===== src/rtl/fifo_pkg.sv =====
// rtl/fifo_pkg.sv - shared sizes and types for the synchronous FIFO
package fifo_pkg;

  localparam int DATA_WIDTH = 8;
  localparam int DEPTH      = 16;
  localparam int PTR_WIDTH  = $clog2(DEPTH);
  localparam int CNT_WIDTH  = PTR_WIDTH + 1;

  typedef logic [DATA_WIDTH-1:0] data_t;
  typedef logic [PTR_WIDTH-1:0]  ptr_t;
  typedef logic [CNT_WIDTH-1:0]  cnt_t;

  // Occupancy value that means "every entry holds a word"
  localparam cnt_t CNT_FULL = cnt_t'(DEPTH);

endpackage


===== src/rtl/fifo_if.sv =====
// rtl/fifo_if.sv - bundled push/pop handshake and status signals of the FIFO
interface fifo_if;
  import fifo_pkg::*;

  logic  push;
  data_t data_in;
  logic  pop;
  data_t data_out;
  logic  full;
  logic  empty;
  cnt_t  count;
  logic  overflow;
  logic  underflow;

  modport fifo (
    input  push, data_in, pop,
    output data_out, full, empty, count, overflow, underflow
  );

  modport tb (
    output push, data_in, pop,
    input  data_out, full, empty, count, overflow, underflow
  );

endinterface


===== src/rtl/fifo_mem.sv =====
// rtl/fifo_mem.sv - DEPTH x DATA_WIDTH register array, synchronous write and registered read
module fifo_mem
  import fifo_pkg::*;
(
  input  logic  clk,
  input  logic  rst_n,
  input  logic  wr_en,
  input  ptr_t  wr_addr,
  input  data_t wr_data,
  input  logic  rd_en,
  input  ptr_t  rd_addr,
  output data_t rd_data
);

  data_t mem [DEPTH];

  // Storage write; contents need no reset since count gates every read
  always_ff @(posedge clk) begin
    if (wr_en) begin
      mem[wr_addr] <= wr_data;
    end
  end

  // Read register; holds its value between accepted pops, so a same-address
  // write in the same cycle (full, push+pop) returns the old entry
  always_ff @(posedge clk or negedge rst_n) begin
    if (!rst_n) begin
      rd_data <= '0;
    end else if (rd_en) begin
      rd_data <= mem[rd_addr];
    end
  end

endmodule


===== src/rtl/sync_fifo_top.sv =====
// rtl/sync_fifo_top.sv - single-clock FIFO: pointers, occupancy and status flags
module sync_fifo_top
  import fifo_pkg::*;
(
  input  logic wr_clk,
  input  logic wr_rst,
  fifo_if.fifo itf
);

  ptr_t wr_ptr;
  ptr_t rd_ptr;
  cnt_t count;
  logic overflow;
  logic underflow;
  logic full;
  logic empty;
  logic pop_ok;
  logic push_ok;

  // Flags come from the registered count only, never from the requests
  assign full  = (count == CNT_FULL);
  assign empty = (count == '0);

  // A pop frees a slot in the same cycle, so a push into a full FIFO is
  // accepted when it is paired with an accepted pop
  assign pop_ok  = itf.pop && !empty;
  assign push_ok = itf.push && (!full || pop_ok);

  // Pointer advance on accepted transfers; wraps modulo DEPTH naturally
  always_ff @(posedge wr_clk or negedge wr_rst) begin
    if (!wr_rst) begin
      wr_ptr <= '0;
      rd_ptr <= '0;
    end else begin
      if (push_ok) wr_ptr <= wr_ptr + ptr_t'(1);
      if (pop_ok)  rd_ptr <= rd_ptr + ptr_t'(1);
    end
  end

  // Occupancy tracking; a simultaneous push and pop leaves it unchanged
  always_ff @(posedge wr_clk or negedge wr_rst) begin
    if (!wr_rst) begin
      count <= '0;
    end else if (push_ok && !pop_ok) begin
      count <= count + cnt_t'(1);
    end else if (pop_ok && !push_ok) begin
      count <= count - cnt_t'(1);
    end
  end

  // One-cycle pulses for requests that were refused at this edge
  always_ff @(posedge wr_clk or negedge wr_rst) begin
    if (!wr_rst) begin
      overflow  <= 1'b0;
      underflow <= 1'b0;
    end else begin
      overflow  <= itf.push && !push_ok;
      underflow <= itf.pop && !pop_ok;
    end
  end

  fifo_mem u_mem (
    .clk     (wr_clk),
    .rst_n   (wr_rst),
    .wr_en   (push_ok),
    .wr_addr (wr_ptr),
    .wr_data (itf.data_in),
    .rd_en   (pop_ok),
    .rd_addr (rd_ptr),
    .rd_data (itf.data_out)
  );

  assign itf.full      = full;
  assign itf.empty     = empty;
  assign itf.count     = count;
  assign itf.overflow  = overflow;
  assign itf.underflow = underflow;

endmodule


===== src/flat_wrapper.sv =====
// flat-port wrapper written by rule: the top's interface ports become plain ports
module sync_fifo_top_flat import fifo_pkg::*;
  (wr_clk, wr_rst, itf_push, itf_data_in, itf_pop, itf_data_out, itf_full, itf_empty, itf_count, itf_overflow, itf_underflow);
  fifo_if itf_i ();
  input  logic wr_clk;
  input  logic wr_rst;
  input wire logic [$bits(itf_i.push)-1:0] itf_push;
  input wire logic [$bits(itf_i.data_in)-1:0] itf_data_in;
  input wire logic [$bits(itf_i.pop)-1:0] itf_pop;
  output wire logic [$bits(itf_i.data_out)-1:0] itf_data_out;
  output wire logic [$bits(itf_i.full)-1:0] itf_full;
  output wire logic [$bits(itf_i.empty)-1:0] itf_empty;
  output wire logic [$bits(itf_i.count)-1:0] itf_count;
  output wire logic [$bits(itf_i.overflow)-1:0] itf_overflow;
  output wire logic [$bits(itf_i.underflow)-1:0] itf_underflow;
  assign itf_i.push = itf_push;
  assign itf_i.data_in = itf_data_in;
  assign itf_i.pop = itf_pop;
  assign itf_data_out = itf_i.data_out;
  assign itf_full = itf_i.full;
  assign itf_empty = itf_i.empty;
  assign itf_count = itf_i.count;
  assign itf_overflow = itf_i.overflow;
  assign itf_underflow = itf_i.underflow;
  sync_fifo_top u_core (.wr_clk(wr_clk), .wr_rst(wr_rst), .itf(itf_i));
endmodule

===== config.mk =====
export PLATFORM = sky130hd
export DESIGN_NAME = sync_fifo_top_flat
export DESIGN_NICKNAME = d
export VERILOG_FILES = /design/src/rtl/fifo_pkg.sv /design/src/rtl/fifo_if.sv /design/src/rtl/fifo_mem.sv /design/src/rtl/sync_fifo_top.sv /design/src/flat_wrapper.sv
export SDC_FILE = /design/constraint.sdc
export NUM_CORES = 1
export LEC_CHECK = 0
export BUFFER_PORTS_ARGS = -buffer_cell sky130_fd_sc_hd__buf_2
export CORE_ASPECT_RATIO = 1.2
export CORE_MARGIN = 10
export CORE_UTILIZATION = 40
export CTS_CLUSTER_DIAMETER = 80
export CTS_CLUSTER_SIZE = 16
export DETAILED_ROUTE_END_ITERATION = 8
export PLACE_DENSITY = 0.67
export SLEW_MARGIN = 5
export SYNTH_ARGS = -nofsm -noshare
export SYNTH_HDL_FRONTEND = slang
export SYNTH_SLANG_ARGS = --single-unit
export TNS_END_PERCENT = 20

===== constraint.sdc =====
create_clock -name wr_clk -period 5.8 [get_ports wr_clk]
set_input_delay 1.16 -clock wr_clk [delete_from_list [all_inputs] [get_ports wr_clk]]
set_output_delay 1.16 -clock wr_clk [all_outputs]
set_load 0.02 [all_outputs]

# Word-level counts from Yosys, hierarchy flattened
# Memory sizes are Yosys's and may differ from the RTL's. A register that Yosys moved wholly into a read port is not among the register bits.
# Cells that the tools add are included.
[word_totals]
register_bits = 15
latch_bits = 0
ramBits = 128
romBits = 0
elab_cells = 29
mem_count = 1
[memory_table]
columns = ["name", "words", "width", "rd", "rd_ports_with_merged_regs", "write_ports", "line_no", "text"]
rows = [
  ["u_core.u_mem.mem", 16, 8, 1, 1, 1, "fifo_mem.sv:15", "data_t mem [DEPTH];"],
]
[classes]
n_addsub = 4
mul = 0
div = 0
magnitude_cmp = 0
eq_ne = 1
n_shift = 0
muxes = 4
n_bitwise = 0
n_reduce_logical = 14
[op_table]
columns = ["op", "count"]
rows = [
  ["$mux W5", 2],
  ["$add A4 B1 Y4 const B", 2],
  ["$logic_and A1 B1 Y1", 6],
  ["$add A5 B1 Y5 const B", 1],
  ["$eq A5 B5 Y1 const B", 1],
  ["$logic_not A1 Y1", 5],
  ["$logic_not A5 Y1", 1],
  ["$sub A5 B1 Y5 const B", 1],
  ["$mux W1", 2],
  ["$reduce_bool A2 Y1", 1],
  ["$logic_or A1 B1 Y1", 1],
]

# Logic depth before layout (Yosys ltp)
# Gate-level depths: netlist of the first run.
[logic_depth]
depth_word = 9
mapped_depth = 12
depth_no_buf = 10

# Modules after synthesis
# From an unflattened synthesis of the first run, not the netlist that was laid out.
[unflattened]
cells_unflattened = 318
area_unflattened_um2 = 6202.2
[modules_own_cells]
columns = ["mod", "n_inst", "cells_per_inst", "area_each_um2", "seq_area_each_um2"]
rows = [
  ["fifo_mem", 1, 240, 5331.4, 4043.9],
  ["sync_fifo_top", 1, 78, 870.8, 375.4],
]

# Worst setup path before layout of the first run
# Ideal clock, no wire load.
[synth_path]
path_type = "input port to flip-flop"
start = "input port itf_pop"
end = "register u_core.count[4], in the netlist u_core.itf.count[4]"
setup_time_ps = 135
t_arrival_ps = 2826
required_time_ps = 5665
setup_slack_ps = 2839
path_stages = 9
cell_sequence = "o31ai_4 inv_2 ha_1 inv_1 ha_1 a21o_1 a21oi_1 mux2i_1 xnor2_1"
[synth_between]
elab_chain_cells = 6
[synth_rtl]
columns = ["element", "line_no", "text"]
rows = [
  ["start: declaration", "flat_wrapper.sv:9", "input wire logic [$bits(itf_i.pop)-1:0] itf_pop;"],
  ["$logic_and A1 B1 Y1 (*)", "sync_fifo_top.sv:26", "assign pop_ok = itf.pop && !empty;"],
  ["$logic_or A1 B1 Y1 (*)", "sync_fifo_top.sv:27", "assign push_ok = itf.push && (!full || pop_ok);"],
  ["$logic_and A1 B1 Y1 (*)", "sync_fifo_top.sv:27", ""],
  ["named net u_core.push_ok", "sync_fifo_top.sv:18", "logic push_ok;"],
  ["$logic_not A1 Y1", "sync_fifo_top.sv:46", "end else if (pop_ok && !push_ok) begin"],
  ["$logic_and A1 B1 Y1", "sync_fifo_top.sv:46", ""],
  ["$reduce_bool A2 Y1 (no line)", "n/a", ""],
  ["end signal: assignment", "sync_fifo_top.sv:45", "count <= count + cnt_t'(1);"],
  ["end signal: assignment", "sync_fifo_top.sv:47", "count <= count - cnt_t'(1);"],
  ["end: declaration", "sync_fifo_top.sv:12", "cnt_t count;"],
]
# The timed path passes the listed nets; every way through them passes the cells marked *.
# A chain may end at the register's enable or synchronous reset.

# Worst setup path in the final report of the first run
[layout_path]
start = "input port itf_pop"
end = "register u_core.count[4], in the netlist u_core.itf.count[4]"
[layout_between]
elab_chain_cells = 6
[layout_rtl]
columns = ["element", "line_no"]
rows = [
  ["$logic_and A1 B1 Y1 (*)", "sync_fifo_top.sv:26"],
  ["$logic_or A1 B1 Y1", "sync_fifo_top.sv:27"],
  ["$logic_and A1 B1 Y1", "sync_fifo_top.sv:27"],
  ["$logic_not A1 Y1", "sync_fifo_top.sv:46"],
  ["$logic_and A1 B1 Y1", "sync_fifo_top.sv:46"],
  ["$reduce_bool A2 Y1 (no line)", "n/a"],
]
# Mark *: on every way between the ends. The rest lies on a longest branch, timed or not.

==> impl_metrics.csv, run 1 <==
group,metric,value,unit
status,status,"complete, no violations",
run,timing.max_cap.violations,0,
layout,regArea,4420,µm²
critical_path,timing.rr.start,"u_core.itf.count[3]",
placement,hpwl,7450,µm
floorplanning,dieWidth,133,µm
timing,skew,0.00674,ns
critical_path,arrival,3.48,ns
detailed_routing,ant_nets,0,
layout,num_antenna_cells,0,
hold_path,worst_hold_path.endpoint,"u_core.itf.count[2]",
detailed_routing,vias,3006,
global_routing,grt.total_usage,11.8,%
synthesis,synth_cells,311,
global_routing,grt_pass1_wl,18400,µm
clock_network,cts_num_sinks,151,
layout,nets,371,
layout,drive_gt1_share,29.3,%
placement,dp_slack,2.25,ns
power,p_leak,2.41,nW
global_routing,overflow,0,
synthesis,ys_types,36,
synthesis,ys_seq_area_share,72.5,%
synthesis,synth-seq-cells,151,
synthesis,yosysWarnings,0,
floorplanning,die_h,155,µm
global_routing,grt_max_degree,36,
detailed_routing,routed_wl,11700,µm
clock_network,postCtsSetupBuffers,0,
power,p_switching,1.09,mW
hold_path,hold-path-cell-count,2,
synthesis,synth.cell_area,6090,µm²
timing,relSlewSlack,38.1,%
hold_path,worstHoldStart,"u_core.itf.count[2]",
clock_network,path_clk_slew,0.06,ns
critical_path,reg2reg_to,"u_core.itf.count[4]",
timing,fin_setup_tns,0,ns
clock_network,cts_root_buf,"clkbuf_16",
power,swShare,30.6,%
detailed_routing,wl_per_cell,20.7,µm
timing,hold_viol,0,
synthesis,ys.flop_type,"edfxtp_1",
power,p_per_area,506,nW/µm²
power,internal_power,2.47,mW
synthesis,synthArstFlopShare,15.2,%
critical_path,r2r.worst_path.cells,10,
power,seqPwrFrac,41.5,%
floorplanning,ios,29,
timing,tightest_slew,0.923,ns
timing,timing.final.crit_period,3.14,ns
critical_path,worstSetupStartpoint,"itf_pop",
critical_path,worst-path-max-fanout,21,
placement,gp_congestion,0.762,
power,clockPowerShare,30.6,%
timing,max_clock_freq,319,MHz
critical_path,worstSetupStartpointType,"input port",
layout,area_growth,15.6,%
synthesis,synth_nets,333,
clock_network,tritoncts,"built",
clock_network,ctsHoldBuffers,0,
timing,setup_slack,2.66,ns
detailed_routing,drc,0,
timing,period_share,54.1,%
timing,finalMaxSlewViolations,0,
synthesis,yosys-top-cells-area,"edfxtp_1 63%, dfrtp_1 9.4%, mux4_2 8.5%",
layout,final_util,47.1,%
floorplanning,initial_core_util,40.7,%
timing,rsz0062_at_grt,"false",
layout,layout_commonest_cell,"edfxtp_1",
floorplanning,dieArea,20600,µm²
timing,setup_violations,0,
detailed_routing,avgViaCountPerCell,5.31,
clock_network,htree_levels,4,
critical_path,r2r_slack,2.68,ns
clock_network,insertion_delay,0.42,ns
hold_path,hold_class,"reg2reg",
clock_network,ctsResizeCount,0,
critical_path,crit_required,6.14,ns
power,ir_drop,246,µV
synthesis,synth_edf_count,128,
floorplanning,rows,49,
synthesis,postSynthAreaPerCell,19.6,µm²
layout,mostFrequentLayoutCells,"128 x edfxtp_1, 28 x buf_2, 23 x mux4_2",
clock_network,clk_path_buf_depth,2,
clock_network,cts_inserted_buffers,17,
global_routing,grt_pass1_vias,3166,
layout,fillers,1259,
floorplanning,core-area,15000,µm²
layout,multi_input_area,1550,µm²
global_routing,grt_antenna_before_repair,0,
critical_path,worstSetupPathType,"in2reg",
synthesis,synth_top_area_share,63.1,%
placement,port_buffers,28,
synthesis,yosys.area.top_type,"edfxtp_1",
detailed_routing,drt_first_pass_iters,4,
critical_path,cp-end-kind,"register",
detailed_routing,drtIter0Drc,196,
power,p_comb_share,27.9,%
state kept, by name, indices dropped and copies added (netlist names):
name                  cells
u_core.wr_ptr             4
u_core.itf.underflow      1
u_core.itf.count          5
u_core.u_mem.mem        128
u_core.rd_ptr             4
u_core.itf.overflow       1
u_core.u_mem.rd_data      8
per-layer routing:
layer / GRT usage (%) / wire [µm]
met3: 3.19 / 424
met2: 19.0 / 6000
met5: 0 / 0
met4: 6.77 / 330
met1: 14.2 / 4970
cell type report:
type	count	area share [%]
multi-input cells	133	22.0
well taps	204	3.62
flip-flops and latches	151	62.7
clock buffers	18	6.09
repair buffers	36	2.84
inverters	10	0.533
clock inverters	14	2.22
Yosys cell counts (2+ instances only):
cell type  number
edfxtp_1      128
dfrtp_1        23
mux4_2         23
o22ai_1        16
a21oi_1        10
mux2_2         10
ha_1            9
inv_1           9
mux4_1          9
clkbuf_1        8
xnor2_1         8
nor2_1          7
nand2_1         6
and2_1          5
nor3_1          5
nor4_1          5
buf_2           4
buf_6           3
o21ai_0         3
a21o_1          2
nand2b_1        2
xor2_1          2
kinds of logic after synthesis:
family                   share of synthesized area [%]
XOR/XNOR                                          1.44
multiplexers                                      14.4
AO/OA/AOI/OAI                                     3.88
buffers and inverters                             2.44
adder cells (fa/ha/maj)                           2.18
flip-flops                                        72.5
AND/OR/NAND/NOR                                   3.16
worst max-delay path by stage:
stage                               end  cells past startpoint
floorplan           u_core.itf.count[4]                      9
global placement    u_core.itf.count[4]                     10
detailed placement  u_core.itf.count[4]                     10
CTS                 u_core.itf.count[4]                     10
global route        u_core.itf.count[4]                     10
finish              u_core.itf.count[4]                     10
critical path, cell delays in order:
cell	delay, ns
buf_2	0.16
o31a_1	0.66
inv_1	0.10
ha_1	0.22
inv_1	0.16
ha_1	0.30
a21o_1	0.17
a21oi_1	0.16
mux2i_1	0.24
xnor2_1	0.14
power by group through the flow:
stage	registers, mW	clock network, mW	logic, mW
floorplan	1.49	0	0.749
global placement	1.49	0	0.994
detailed placement	1.50	0	1.02
CTS	1.48	1.11	1.02
global route	1.50	1.15	1.08
finish	1.48	1.09	0.994
metrics by stage:
stage / total power, mW / hold slack (ns) / cell area [µm²] / instances
floorplan: 2.24 / 0.557 / 6090 / 311
global placement: 2.48 / 0.512 / 6460 / 534
detailed placement: 2.52 / 0.544 / 6460 / 534
CTS: 3.60 / 0.557 / 7050 / 566
global route: 3.74 / 0.613 / 7050 / 566
finish: 3.56 / 0.557 / 7050 / 566
No activity file was read; power rests on OpenSTA's default activity.
==> inputs of run 2 (changes only) <==
--- a/config.mk
+++ b/config.mk
@@ -12,7 +12,7 @@
 export CTS_CLUSTER_DIAMETER = 80
 export CTS_CLUSTER_SIZE = 16
 export DETAILED_ROUTE_END_ITERATION = 8
-export PLACE_DENSITY = 0.67
+export PLACE_DENSITY = 0.69
 export SLEW_MARGIN = 5
 export SYNTH_ARGS = -nofsm -noshare
 export SYNTH_HDL_FRONTEND = slang
==> constraint.sdc (replaced) <==
create_clock -name wr_clk -period 2.84 [get_ports wr_clk]
set_input_delay 0.568 -clock wr_clk [delete_from_list [all_inputs] [get_ports wr_clk]]
set_output_delay 0.568 -clock wr_clk [all_outputs]
set_load 0.02 [all_outputs]
==> run 2 against run 1 <==
Wire length fell by 0.20%. Combinational power up 100%. Via count increased by 0.27%. Sequential share of layout area shrank 0.60 points. Hold slack lost 0.43 ns. Non-clock buffer count is 10 higher. Clock skew rose by 0.0013 ns. Design area is 1.0% higher. Core utilization increased by 0.49 points. Total power rose by 100%. Worst setup slack worse by 2.5 ns. Largest cell class unchanged. Largest power group unchanged.
==> impl_metrics.csv, run 2 (synthesis results as in run 1) <==
group,metric,value,unit
floorplanning,ios,29,
power,p_per_area,1010,nW/µm²
clock_network,path_clk_slew,0.06,ns
placement,place_inst,544,
timing,tightest_slew,0.621,ns
detailed_routing,vias,3014,
layout,biggestRegsByFlops,"u_core.u_mem.mem (128), u_core.u_mem.rd_data (8), u_core.itf.count (5)",
clock_network,insertion_delay,0.41,ns
clock_network,ctsResizeCount,0,
layout,drive_gt1_share,32.3,%
floorplanning,rows,49,
critical_path,arrival,3.00,ns
power,p_leak,2.44,nW
placement,gp_congestion,0.812,
critical_path,worstSetupStartpointType,"register",
layout,final_util,47.6,%
floorplanning,dieArea,20600,µm²
critical_path,r2r.worst_path.cells,10,
clock_network,cts_inserted_buffers,17,
layout,largest_register_ff_count,128,
clock_network,cts_num_sinks,151,
clock_network,htree_levels,4,
placement,hpwl,7600,µm
floorplanning,dieWidth,133,µm
layout,fillers,1249,
floorplanning,initial_core_util,40.7,%
hold_path,hold_class,"in2async",
status,status,"complete, no violations",
detailed_routing,routed_wl,11700,µm
timing,finalMaxSlewViolations,0,
timing,setup_slack,0.178,ns
detailed_routing,wl_per_cell,20.3,µm
layout,layout_commonest_cell,"edfxtp_1",
timing,rsz0062_at_grt,"false",
critical_path,cp-end-kind,"register",
placement,dp_slack,0.168,ns
global_routing,grt.total_usage,11.8,%
layout,regMostFlops,"u_core.u_mem.mem",
critical_path,crit_required,3.18,ns
timing,max_clock_freq,376,MHz
clock_network,postCtsSetupBuffers,0,
global_routing,grt_pass1_wl,18300,µm
layout,num_antenna_cells,0,
global_routing,grt_pass1_vias,3210,
clock_network,clk_path_buf_depth,2,
placement,place_area,6560,µm²
detailed_routing,ant_nets,0,
layout,area_growth,16.8,%
global_routing,grt_antenna_before_repair,0,
clock_network,ctsHoldBuffers,0,
global_routing,grt_max_degree,35,
floorplanning,die_h,155,µm
layout,fin_cells,575,
timing,fin_setup_tns,0,ns
timing,period_share,93.7,%
timing,fin_hold_ws,0.130,ns
detailed_routing,drc,0,
timing,setup_violations,0,
timing,skew,0.00804,ns
layout,stdcell_area,7120,µm²
timing,hold_viol,0,
run,timing.max_cap.violations,0,
floorplanning,core-area,15000,µm²
critical_path,worstSetupPathType,"reg2reg",
timing,relSlewSlack,58.6,%
power,ir_drop,536,µV
detailed_routing,drt_first_pass_iters,4,
clock_network,cts_root_buf,"clkbuf_16",
detailed_routing,drtIter0Drc,229,
timing,timing.final.crit_period,2.66,ns
critical_path,worst-path-max-fanout,5,
power,total_power,7.22,mW
global_routing,overflow,0,
layout,mostFrequentLayoutCells,"128 x edfxtp_1, 28 x buf_2, 23 x mux4_2",
clock_network,tritoncts,"built",
detailed_routing,avgViaCountPerCell,5.24,
layout,nets,381,
layout,multi_input_area,1550,µm²
layout,regArea,4420,µm²
placement,port_buffers,28,
run 2: area by class of cell:
cell class,instances,share of cell area (%)
sequential,151,62.1
multi-input combinational,133,21.8
clock buffer,18,6.03
timing repair buffer,46,4.04
tap,204,3.58
clock inverter,13,1.88
inverter,10,0.527
run 2: path summary, 6_finish.rpt:
| path | start | to | slack (ns) |
|---|---|---|---|
| hold reg to reg | u_core.itf.count[3] | u_core.itf.count[3] | 0.54 |
| max in group asynchronous | wr_rst | u_core.rd_ptr[1] | 2.33 |
| min in group wr_clk | itf_push | u_core.itf.overflow | 0.41 |
| setup / recovery | u_core.itf.count[3] | u_core.itf.count[4] | 0.18 |
| hold / removal | wr_rst | u_core.itf.count[4] | 0.13 |
| setup reg to reg | u_core.itf.count[3] | u_core.itf.count[4] | 0.18 |
run 2: per-layer routing:
layer	vias to the layer above	GRT usage [%]	share of wire, %
li1	1356	-	-
met1	1557	13.0	39
met2	82	20.7	54
met3	19	3.54	5.0
met4	0	5.40	2.3
met5	-	0	0
run 2: worst max-delay path, stage by stage (launching register included):
cell and delay, ns:
dfrtp_2 0.42, or3_1 0.45, o31ai_4 0.28, inv_2 0.06
ha_1 0.21, inv_1 0.16, ha_1 0.30, a21o_1 0.17
a21oi_1 0.16, mux2i_1 0.23, xnor2_1 0.14
run 2: power by group:
group	internal [mW]	switching [mW]
registers	2.75	0.337
logic	0.983	1.05
clock network	1.28	0.819
total	5.01	2.21
